$ cat src/rtl/cart_load_ctrl.sv
// Cartridge download sequencer: forwards HPS bytes to ROM RAM, sizes the image, picks a bank-switch scheme.
// Signature autodetect (SCAN state and hit counters) is built only when CART_AUTODETECT_EN is defined.
module cart_load_ctrl #(
  parameter int ADDR_W      = 16,
  parameter int E0_MIN_HITS = 2,
  parameter int F3_MIN_HITS = 2
) (
  input  logic              clk_sys,
  input  logic              reset_n,
  input  logic              ioctl_download,
  input  logic              ioctl_wr,
  input  logic [24:0]       ioctl_addr,
  input  logic [7:0]        ioctl_dout,
  input  logic [31:0]       ioctl_file_ext,
  input  logic              sc_req,
  input  logic [ADDR_W-1:0] core_addr,
  output logic              mem_we,
  output logic [ADDR_W-1:0] mem_waddr,
  output logic [7:0]        mem_wdata,
  output logic [ADDR_W-1:0] mem_raddr,
  input  logic [7:0]        mem_q,
  output logic [ADDR_W:0]   rom_size,
  output logic [3:0]        force_bs,
  output logic              sc,
  output logic              core_hold,
  output logic              busy
);
  typedef enum logic [2:0] {IDLE, LOAD, SCAN, RESOLVE, READY} state_t;

  localparam logic [ADDR_W:0] ONE      = (ADDR_W+1)'(1);
  localparam logic [ADDR_W:0] MAX_SIZE = {1'b1, {ADDR_W{1'b0}}};
  localparam logic [ADDR_W:0] SZ_4K    = (ADDR_W+1)'(4096);
  localparam logic [ADDR_W:0] SZ_8K    = (ADDR_W+1)'(8192);
  localparam logic [ADDR_W:0] SZ_16K   = (ADDR_W+1)'(16384);
  localparam logic [ADDR_W:0] SZ_32K   = (ADDR_W+1)'(32768);
  localparam logic [3:0]      E0_MIN   = 4'(E0_MIN_HITS);
  localparam logic [3:0]      F3_MIN   = 4'(F3_MIN_HITS);

  function automatic logic [3:0] ext_to_bs(input logic [23:0] ext);
    case (ext)
      ".F8":   return 4'd1;
      ".F6":   return 4'd2;
      ".FE":   return 4'd3;
      ".E0":   return 4'd4;
      ".3F":   return 4'd5;
      ".F4":   return 4'd6;
      ".P2":   return 4'd7;
      ".FA":   return 4'd8;
      default: return 4'd0;
    endcase
  endfunction

  function automatic logic [3:0] resolve_bs(input logic [3:0] ext_bs, input logic [3:0] e0_hits,
                                            input logic [3:0] f3_hits, input logic [ADDR_W:0] size);
    if (ext_bs != 4'd0) return ext_bs;
    if (f3_hits >= F3_MIN && size >= SZ_8K) return 4'd5;
    if (e0_hits >= E0_MIN && size == SZ_8K) return 4'd4;
    if (size <= SZ_4K) return 4'd0;
    if (size <= SZ_8K) return 4'd1;
    if (size <= SZ_16K) return 4'd2;
    if (size <= SZ_32K) return 4'd6;
    return 4'd0;
  endfunction

  state_t            state_q, state_d;
  logic              dl_q;
  logic [ADDR_W:0]   rom_size_q, rom_size_d;
  logic [3:0]        force_bs_q, force_bs_d;
  logic              sc_q, sc_d;
  logic [3:0]        ext_bs_q, ext_bs_d;
  logic              dl_rise, dl_fall, in_range;
  logic [ADDR_W:0]   wr_end;
  logic              unused_bits;

`ifdef CART_AUTODETECT_EN
  function automatic logic [3:0] sat_inc4(input logic [3:0] cnt, input logic hit);
    return (hit && cnt != 4'hF) ? cnt + 4'd1 : cnt;
  endfunction

  function automatic logic is_e0(input logic [7:0] b2, input logic [7:0] b1, input logic [7:0] b0);
    return (b2 == 8'h8D || b2 == 8'hAD) && (b1[7:3] == 5'b11100) && (b0 == 8'h1F || b0 == 8'hFF);
  endfunction

  logic [ADDR_W:0] scan_cnt_q, scan_cnt_d;
  logic [7:0]      win0_q, win0_d, win1_q, win1_d;
  logic [3:0]      hits_e0_q, hits_e0_d, hits_3f_q, hits_3f_d;

  assign unused_bits = ^ioctl_file_ext[31:24];
`else
  assign unused_bits = ^{ioctl_file_ext[31:24], mem_q};
`endif

  assign in_range  = (ioctl_addr[24:ADDR_W] == '0);
  assign wr_end    = in_range ? ({1'b0, ioctl_addr[ADDR_W-1:0]} + ONE) : MAX_SIZE;
  assign dl_rise   = ioctl_download & ~dl_q;
  assign dl_fall   = ~ioctl_download & dl_q;

  always_comb begin
    state_d    = state_q;
    rom_size_d = rom_size_q;
    force_bs_d = force_bs_q;
    sc_d       = sc_q;
    ext_bs_d   = ext_bs_q;
    mem_we     = 1'b0;
    mem_waddr  = ioctl_addr[ADDR_W-1:0];
    mem_wdata  = ioctl_dout;
    mem_raddr  = '0;
`ifdef CART_AUTODETECT_EN
    scan_cnt_d = scan_cnt_q;
    win0_d     = win0_q;
    win1_d     = win1_q;
    hits_e0_d  = hits_e0_q;
    hits_3f_d  = hits_3f_q;
`endif
    case (state_q)
      LOAD: begin
        mem_we = ioctl_wr & in_range;
        if (ioctl_wr && wr_end > rom_size_q) rom_size_d = wr_end;
        if (dl_fall) begin
`ifdef CART_AUTODETECT_EN
          state_d    = (rom_size_q == '0 || ext_bs_q != 4'd0) ? RESOLVE : SCAN;
          scan_cnt_d = '0;
          win0_d     = 8'h00;
          win1_d     = 8'h00;
`else
          force_bs_d = resolve_bs(ext_bs_q, 4'd0, 4'd0, rom_size_q);
          state_d    = READY;
`endif
        end
      end
`ifdef CART_AUTODETECT_EN
      // Address n goes out on scan count n; its byte comes back and is consumed on count n+1.
      SCAN: begin
        mem_raddr  = scan_cnt_q[ADDR_W-1:0];
        scan_cnt_d = scan_cnt_q + ONE;
        if (scan_cnt_q != '0) begin
          win1_d    = win0_q;
          win0_d    = mem_q;
          hits_e0_d = sat_inc4(hits_e0_q, is_e0(win1_q, win0_q, mem_q));
          hits_3f_d = sat_inc4(hits_3f_q, win0_q == 8'h85 && mem_q == 8'h3F);
        end
        if (scan_cnt_q == rom_size_q) state_d = RESOLVE;
      end
      RESOLVE: begin
        force_bs_d = resolve_bs(ext_bs_q, hits_e0_q, hits_3f_q, rom_size_q);
        state_d    = READY;
      end
`endif
      READY:   mem_raddr = core_addr;
      default: ;
    endcase
    // A new download start overrides whatever the current state was doing.
    if (dl_rise) begin
      state_d    = LOAD;
      sc_d       = sc_req;
      rom_size_d = '0;
      force_bs_d = force_bs_q;
      ext_bs_d   = ext_to_bs(ioctl_file_ext[23:0]);
`ifdef CART_AUTODETECT_EN
      hits_e0_d  = 4'd0;
      hits_3f_d  = 4'd0;
`endif
    end
  end

  always_ff @(posedge clk_sys) begin
    if (!reset_n) begin
      state_q    <= IDLE;
      dl_q       <= 1'b0;
      rom_size_q <= '0;
      force_bs_q <= 4'd0;
      sc_q       <= 1'b0;
      ext_bs_q   <= 4'd0;
`ifdef CART_AUTODETECT_EN
      scan_cnt_q <= '0;
      hits_e0_q  <= 4'd0;
      hits_3f_q  <= 4'd0;
`endif
    end else begin
      state_q    <= state_d;
      dl_q       <= ioctl_download;
      rom_size_q <= rom_size_d;
      force_bs_q <= force_bs_d;
      sc_q       <= sc_d;
      ext_bs_q   <= ext_bs_d;
`ifdef CART_AUTODETECT_EN
      scan_cnt_q <= scan_cnt_d;
      hits_e0_q  <= hits_e0_d;
      hits_3f_q  <= hits_3f_d;
`endif
    end
  end

`ifdef CART_AUTODETECT_EN
  always_ff @(posedge clk_sys) begin
    win0_q <= win0_d;
    win1_q <= win1_d;
  end
`endif

  assign rom_size  = rom_size_q;
  assign force_bs  = force_bs_q;
  assign sc        = sc_q;
  assign core_hold = (state_q != READY);
  assign busy      = (state_q == LOAD) || (state_q == SCAN) || (state_q == RESOLVE);

endmodule

$ cat config.mk
export PLATFORM = sky130hd
export DESIGN_NAME = cart_load_ctrl
export DESIGN_NICKNAME = d
export VERILOG_FILES = /design/src/rtl/cart_load_ctrl.sv
export SDC_FILE = /design/constraint.sdc
export NUM_CORES = 1
export LEC_CHECK = 0
export BUFFER_PORTS_ARGS = -buffer_cell sky130_fd_sc_hd__clkbuf_2
export CORE_MARGIN = 2
export CORE_UTILIZATION = 29
export CTS_CLUSTER_SIZE = 25
export DETAILED_ROUTE_END_ITERATION = 10
export GPL_TIMING_DRIVEN = 0
export SYNTH_ARGS = -nofsm -noshare
export SYNTH_HDL_FRONTEND = slang
export SYNTH_SLANG_ARGS = --single-unit
$ cat constraint.sdc
create_clock -name clk_sys -period 7.8 [get_ports clk_sys]
set_input_delay 1.56 -clock clk_sys [delete_from_list [all_inputs] [get_ports clk_sys]]
set_output_delay 1.56 -clock clk_sys [all_outputs]
set_load 0.01 [all_outputs]
==> results of run 1 <==
[routing by layer]
metal / GRT usage / wire (um) / vias up
met1: 0.183 / 3180 / 1338
met5: 0 / 0 / -
li1: - / - / 1504
met3: 0.0381 / 455 / 6
met4: 0.0224 / 36 / 0
met2: 0.254 / 3660 / 82
[report_power, final]
group,total (mW),switching [mW],internal [mW]
Clock,0.165,0.0611,0.104
Sequential,0.152,0.00163,0.150
Combinational,0.0721,0.0358,0.0364
Total,0.389,0.0984,0.290
[path summary, 6_finish.rpt]
| kind | end | cells past startpoint | slack (ps) |
|---|---|---|---|
| setup / recovery | rom_size[6] | 13 | 3010 |
| setup reg to reg | rom_size[6] | 9 | 5000 |
| hold / removal | force_bs[3] | 2 | 480 |
| hold reg to reg | force_bs[3] | 2 | 480 |
[worst min-delay path: stages, from the launching register on]
cell and delay (ps):
dfxtp_1 320, nand2_1 50, a21boi_0 70
[cells in the mapped netlist (3+ instances only)]
master | n | area, sq um
dfxtp_1 | 29 | 581
nor2_1 | 29 | 109
o21ai_0 | 28 | 140
a21oi_1 | 26 | 130
nand3_1 | 26 | 130
buf_4 | 25 | 188
inv_1 | 24 | 90.1
ha_1 | 20 | 250
and2_1 | 17 | 106
nand2_1 | 15 | 56.3
nor3_1 | 12 | 60.1
nor4_1 | 10 | 62.6
clkbuf_1 | 9 | 33.8
nand4_1 | 9 | 56.3
xnor2_1 | 9 | 78.8
nor2b_1 | 4 | 25.0
or3_1 | 4 | 25.0
a211oi_1 | 3 | 22.5
mux2i_1 | 3 | 30.0
nand2b_1 | 3 | 18.8
o21a_1 | 3 | 22.5
[final cells by class]
| class | count | area [sq um] | area share |
|---|---|---|---|
| buffer | 35 | 225 | 0.0648 |
| clock buffer | 6 | 82.6 | 0.0238 |
| clock inverter | 2 | 37.5 | 0.0108 |
| inverter | 24 | 90.1 | 0.0259 |
| multi-input combinational | 258 | 1650 | 0.476 |
| sequential | 29 | 581 | 0.167 |
| tap | 108 | 135 | 0.0389 |
| timing repair buffer | 134 | 671 | 0.193 |
[registers in the layout, summed over array words and instances, names as in the netlist]
| name | count |
|---|---|
| rom_size | 17 |
| ext_bs_q | 4 |
| force_bs | 4 |
| state_q | 2 |
| dl_q | 1 |
| sc | 1 |
[cell families after synthesis]
group / count (synthesis)
muxes: 3
AOI/OAI and AO/OA: 77
buffers and inverters: 59
and+or+nand+nor: 147
DFF: 29
xor gates and xnor gates: 11
adders and majority gates: 20
[cell usage in the layout, fill, tap and decap left out, types with 15 or more instances in the layout]
cell type and instances:
a21oi_1 26, and2_1 17, buf_4 25, clkbuf_2 134, dfxtp_1 29, ha_1 20, inv_1 24, nand2_1 15
nand3_1 26, nor2_1 29, o21ai_0 28
==> metrics.yaml, run 1 <==
path_max_fanout: 10
clock_latency_ps: 290
syn_to_final_growth_pct: 36.3
coreArea_sq_um: 8640
dp.cells: 588
leakage_nw: 1.56
track_usage: 0.145
drive_gt1_frac: 0.361
nFillCells: 944
first_pass_iters: 4
vias_per_cell: 4.92
outcome: "finished, final reports clean"
first_global_vias: 2659
finalPower_uw: 389
n_antenna_cell: 0
fmax_mhz: 209
synth_fa_ha_area_frac: 0.0982
cts-htree-levels: 2
num_rows: 34
ant_nets: 0
slowest_delay_ps: 700
worst-slew-pin-transition_ps: 716
wl_mm: 7.34
p_per_area_nw_per_um2: 112
gp_congestion: 0.877
finalSetupTns_ps: 0
initial_core_util: 0.295
finalCritPeriodShare: 0.614
setup_viol: 0
synth-compound-area-share: 0.184
cp.arrival_ps: 4940
grt_overflow: 0
post-cts-setup-buffers: 0
drc_errors: 0
hold_viol_final: 0
hold_class: "reg -> reg"
preCtsSetupSlack_ps: 2630
fin_cells: 596
max-slew-margin-rel: 0.510
cp.required_ps: 7950
ctsHoldBuffers: 0
crit_start: "ioctl_addr[18]"
synth_area_sq_um: 2550
synth_seq_area_share: 0.228
path_delay_family: "compound AO/OA/AOI/OAI gates"
cap_violations: 0
rsz0062_at_grt: "no"
ir_worst_vdd_uv: 63.6
fin_util: 0.402
period_minus_slack_ps: 4790
critPathKind: "in -> reg"
die_w_um: 97.7
antenna_found_initial: 0
die_y_um: 97.7
crit_slowest_cell: "a2111oi_0"
r2r-start: "rom_size[6]"
ys_ff_latch: 29
vias: 2930
grt_start_max_net_pins: 11
synth_xor_area_frac: 0.0378
syn_inst: 346
synthArstFlopShare: 0
skew_ps: 10.9
avgSynthCellArea_sq_um: 7.36
synth_edf_count: 0
numCtsBuffers: 5
nets: 601
yosys.cell_types.count: 52
setup_ws_ps: 3010
synth_mux_area_frac: 0.0118
ioPinCount: 159
finalInstanceArea_sq_um: 3470
end_kind: "flip-flop"
grt_first_pass_wirelength_mm: 11.7
yosys_warnings: 0
port_buffers: 134
worst_setup_path_start_kind: "input port"
dieArea_sq_um: 9550
drt_iter0_markers: 86
clk_pin_slew_ps: 70
avgRoutedWirePerCell_um: 12.3
cp.buffers_inverters: 3
clock-root-buffer: "clkbuf_8"
place_area_sq_um: 3350
synth_ff_type: "dfxtp_1"
yosys.area_share.simple: 0.316
path_cells: "clkbuf_2, nor4_1, nand3_1, clkbuf_1, nor2_1, ha_1, a21oi_1, o21ai_0, a2111oi_0, o21ai_1, clkbuf_1, nand3_1, a21oi_1"
syn_nets: 460
synth_top_family_by_area: "simple AND/OR/NAND/NOR gates"
clock_path_buffers: 2
cts_tree: "done"
report.final.slew_viol_count: 0
holdCritStartpoint: "force_bs[3]"
hold-worst-slack_ps: 478
dpl.hpwl_mm: 6.13
cts_sinks: 29
cts_resized: 0
Note: power is estimated with default switching activity, not from simulation.
==> run 2: changes to the inputs <==
- ABC_AREA: default -> 1
- clock period: 7.8 -> 4.49 ns (I/O delays scaled with it)
==> metrics.yaml, run 2 <==
outcome: "finished, final reports clean"
yosys.cell_types.count: 37  # -29%
clk_pin_slew_ps: 70  # about the same
cp.required_ps: 4660  # -3290 ps
synth_area_sq_um: 3150  # +24%
synth_seq_area_share: 0.184  # -0.0438
rr_endpoint: "rom_size[14]"
first_pass_iters: 4  # unchanged
cp.arrival_ps: 3400  # -1540 ps
worst-slew-pin-transition_ps: 476  # -240 ps
netlist_top_cells_count: "nand2_1 (121), inv_1 (100), nor2_1 (96)"
grt_first_pass_wirelength_mm: 14.9  # +28%
dieArea_sq_um: 11700  # +23%
holdCritStartpoint: "ext_bs_q[3]"
setup_ws_ps: 1260  # -1750 ps
leakage_nw: 2.43  # +56%
die_y_um: 108  # +11%
path_max_fanout: 10  # unchanged
crit_top_cell: "nand2_1"
finalSetupTns_ps: 0  # unchanged
skew_ps: 10.5  # -0.468 ps
report.final.slew_viol_count: 0  # unchanged
dpl.hpwl_mm: 7.73  # +26%
synth_edf_count: 0  # unchanged
initial_core_util: 0.293  # -0.00155
cts_sinks: 29  # unchanged
fin_util: 0.385  # -0.0176
layout_common_cells: "clkbuf_2 (134), nand2_1 (121), inv_1 (100)"
clock-root-buffer: "clkbuf_8"
antenna_found_initial: 0  # unchanged
yosysMostFrequentCell: "nand2_1"
drt_iter0_markers: 192  # +120%
crit_slowest_cell: "ha_1"
end_kind: "flip-flop"
hold_class: "reg -> reg"
wl_mm: 8.99  # +23%
fmax_mhz: 310
preCtsSetupSlack_ps: 968  # -1670 ps
setup_viol: 0  # unchanged
syn_to_final_growth_pct: 31.1
r2r-start: "rom_size[12]"
yosys_warnings: 0  # unchanged
synth_area_leaders: "dfxtp_1 (18%), nand2_1 (14%), inv_1 (12%), nor2_1 (11%), ha_1 (7.9%)"
rsz0062_at_grt: "no"
cts-htree-levels: 2  # unchanged
syn_inst: 545  # +58%
num_rows: 38  # +12%
grt_overflow: 0  # unchanged
post-cts-setup-buffers: 0  # unchanged
ys_ff_latch: 29  # unchanged
cts_resized: 0  # unchanged
period_minus_slack_ps: 3230
vias_per_cell: 4.51  # -8.3%
path_delay_family: "simple AND/OR/NAND/NOR gates"
syn_nets: 659  # +43%
ant_nets: 0  # unchanged
p_per_area_nw_per_um2: 192  # +72%
worst_r2r_path_depth: 11  # +2
max-slew-margin-rel: 0.680  # +0.169
critPathKind: "in -> reg"
n_antenna_cell: 0  # unchanged
synth_ff_type: "dfxtp_1"
ioPinCount: 159  # unchanged
ctsHoldBuffers: 0  # unchanged
synth_top_cell_area_share: 0.184  # -0.0438
clock_latency_ps: 290  # about the same
cts_tree: "done"
hold_end: "force_bs[3]"
first_global_vias: 3385  # +27%
finalPower_uw: 795  # +100%
port_buffers: 134  # unchanged
largest_reg_flops: 17  # unchanged
cp.buffers_inverters: 2  # -1
reg2reg_setup_slack_ps: 2530  # -2470 ps
drc_errors: 0  # unchanged
clock_path_buffers: 2  # unchanged
avgSynthCellArea_sq_um: 5.79  # -21%
avgRoutedWirePerCell_um: 10.9  # -12%
track_usage: 0.157  # +0.0117
nFillCells: 1225  # +30%
grt_start_max_net_pins: 11  # unchanged
hold-worst-slack_ps: 462  # -16.4 ps
nets: 800  # +33%
min_path_cells: 2  # unchanged
path_cells: "clkbuf_2, ha_1, nand2_1, nor2_4, nand2_2, nor2_4, nand4_2, o21ai_1, o211a_1, ha_1, nand2_1, nand2_1, nand2_1, nand2_1, a21oi_1, nand3_2, buf_6, a21oi_1, nor2_1"
ir_worst_vdd_uv: 106  # +67%
finalCritPeriodShare: 0.719
die_w_um: 108  # +11%
worst_setup_path_start_kind: "input port"
slowest_delay_ps: 250  # -450 ps
hold_viol_final: 0  # unchanged
cap_violations: 0  # unchanged
coreArea_sq_um: 10700  # +24%
numCtsBuffers: 5  # unchanged
drive_gt1_frac: 0.290  # -0.0710
yosysTopAreaCell: "dfxtp_1"
synthArstFlopShare: 0  # unchanged
gp_congestion: 0.878  # +0.16%
final_common_cell: "clkbuf_2"
vias: 3727  # +27%
## run 2: cell count changes after synthesis, sizes merged, moves of 9 or more
cell / previous run / this run
and2: 18 / 1
inv: 24 / 103
nand2: 15 / 124
nand3: 26 / 51
nand4: 9 / 21
nor2: 29 / 106
nor4: 10 / 1
o21ai: 29 / 9
xnor2: 9 / 0
## run 2: tightest hold or removal path, stage by stage (launching register included)
cell and delay [ps]:
dfxtp_1 310, inv_1 60, a21oi_1 60
## run 2: cell type report
type                            instances  area, sq um  area share
Buffer                                 34          275      0.0666
Timing Repair Buffer                  134          671       0.162
Multi-Input combinational cell        379         1910       0.462
Sequential cell                        29          581       0.140
Inverter                              103          387      0.0936
Clock buffer                            5         68.8      0.0167
Clock inverter                          3         65.1      0.0157
Tap cell                              140          175      0.0424
## run 2: how the worst max path moves through the flow
stage               depth (start not counted)      endpoint  slack (ps)           from
global placement                           19  rom_size[15]        1070  ioctl_addr[0]
CTS                                        19   rom_size[4]        1260  ioctl_addr[0]
detailed placement                         19   rom_size[4]         970  ioctl_addr[0]
global route                               19   rom_size[1]         950  ioctl_addr[0]
finish                                     19  rom_size[14]        1260  ioctl_addr[0]
floorplan                                  17  rom_size[14]        1500  ioctl_addr[0]
## run 2: through the flow
step	instance area, sq um	std cells
after CTS	4130	827
final	4130	827
after global routing	4130	827
after global placement	4000	819
after detailed placement	4000	819
after floorplan	3150	545
## run 2: cell families (layout without fill, tap and decap cells)
family | count (synthesis) | after routing | synth area share
buffers and inverters | 137 | 279 | 0.210
AOI/OAI and AO/OA | 41 | 41 | 0.0710
xor gates and xnor gates | 1 | 1 | 0.00278
DFF | 29 | 29 | 0.184
adders and majority gates | 20 | 20 | 0.0794
and+or+nand+nor | 317 | 317 | 0.453
## run 2: routing by layer
layer / vias to the layer above / track usage / wire length (um)
li1: 1970 / - / -
met1: 1643 / 0.196 / 3980
met2: 104 / 0.277 / 4360
met3: 10 / 0.0313 / 558
met4: 0 / 0.0348 / 89
met5: - / 0 / 0
## run 2: report_power, final
part | leakage, nW | switching [mW] | internal [mW] | total [mW]
sequential | 0.235 | 0.00544 | 0.263 | 0.269
clock | 0.0681 | 0.111 | 0.220 | 0.331
combinational | 2.13 | 0.109 | 0.0865 | 0.195
total | 2.43 | 0.225 | 0.570 | 0.795
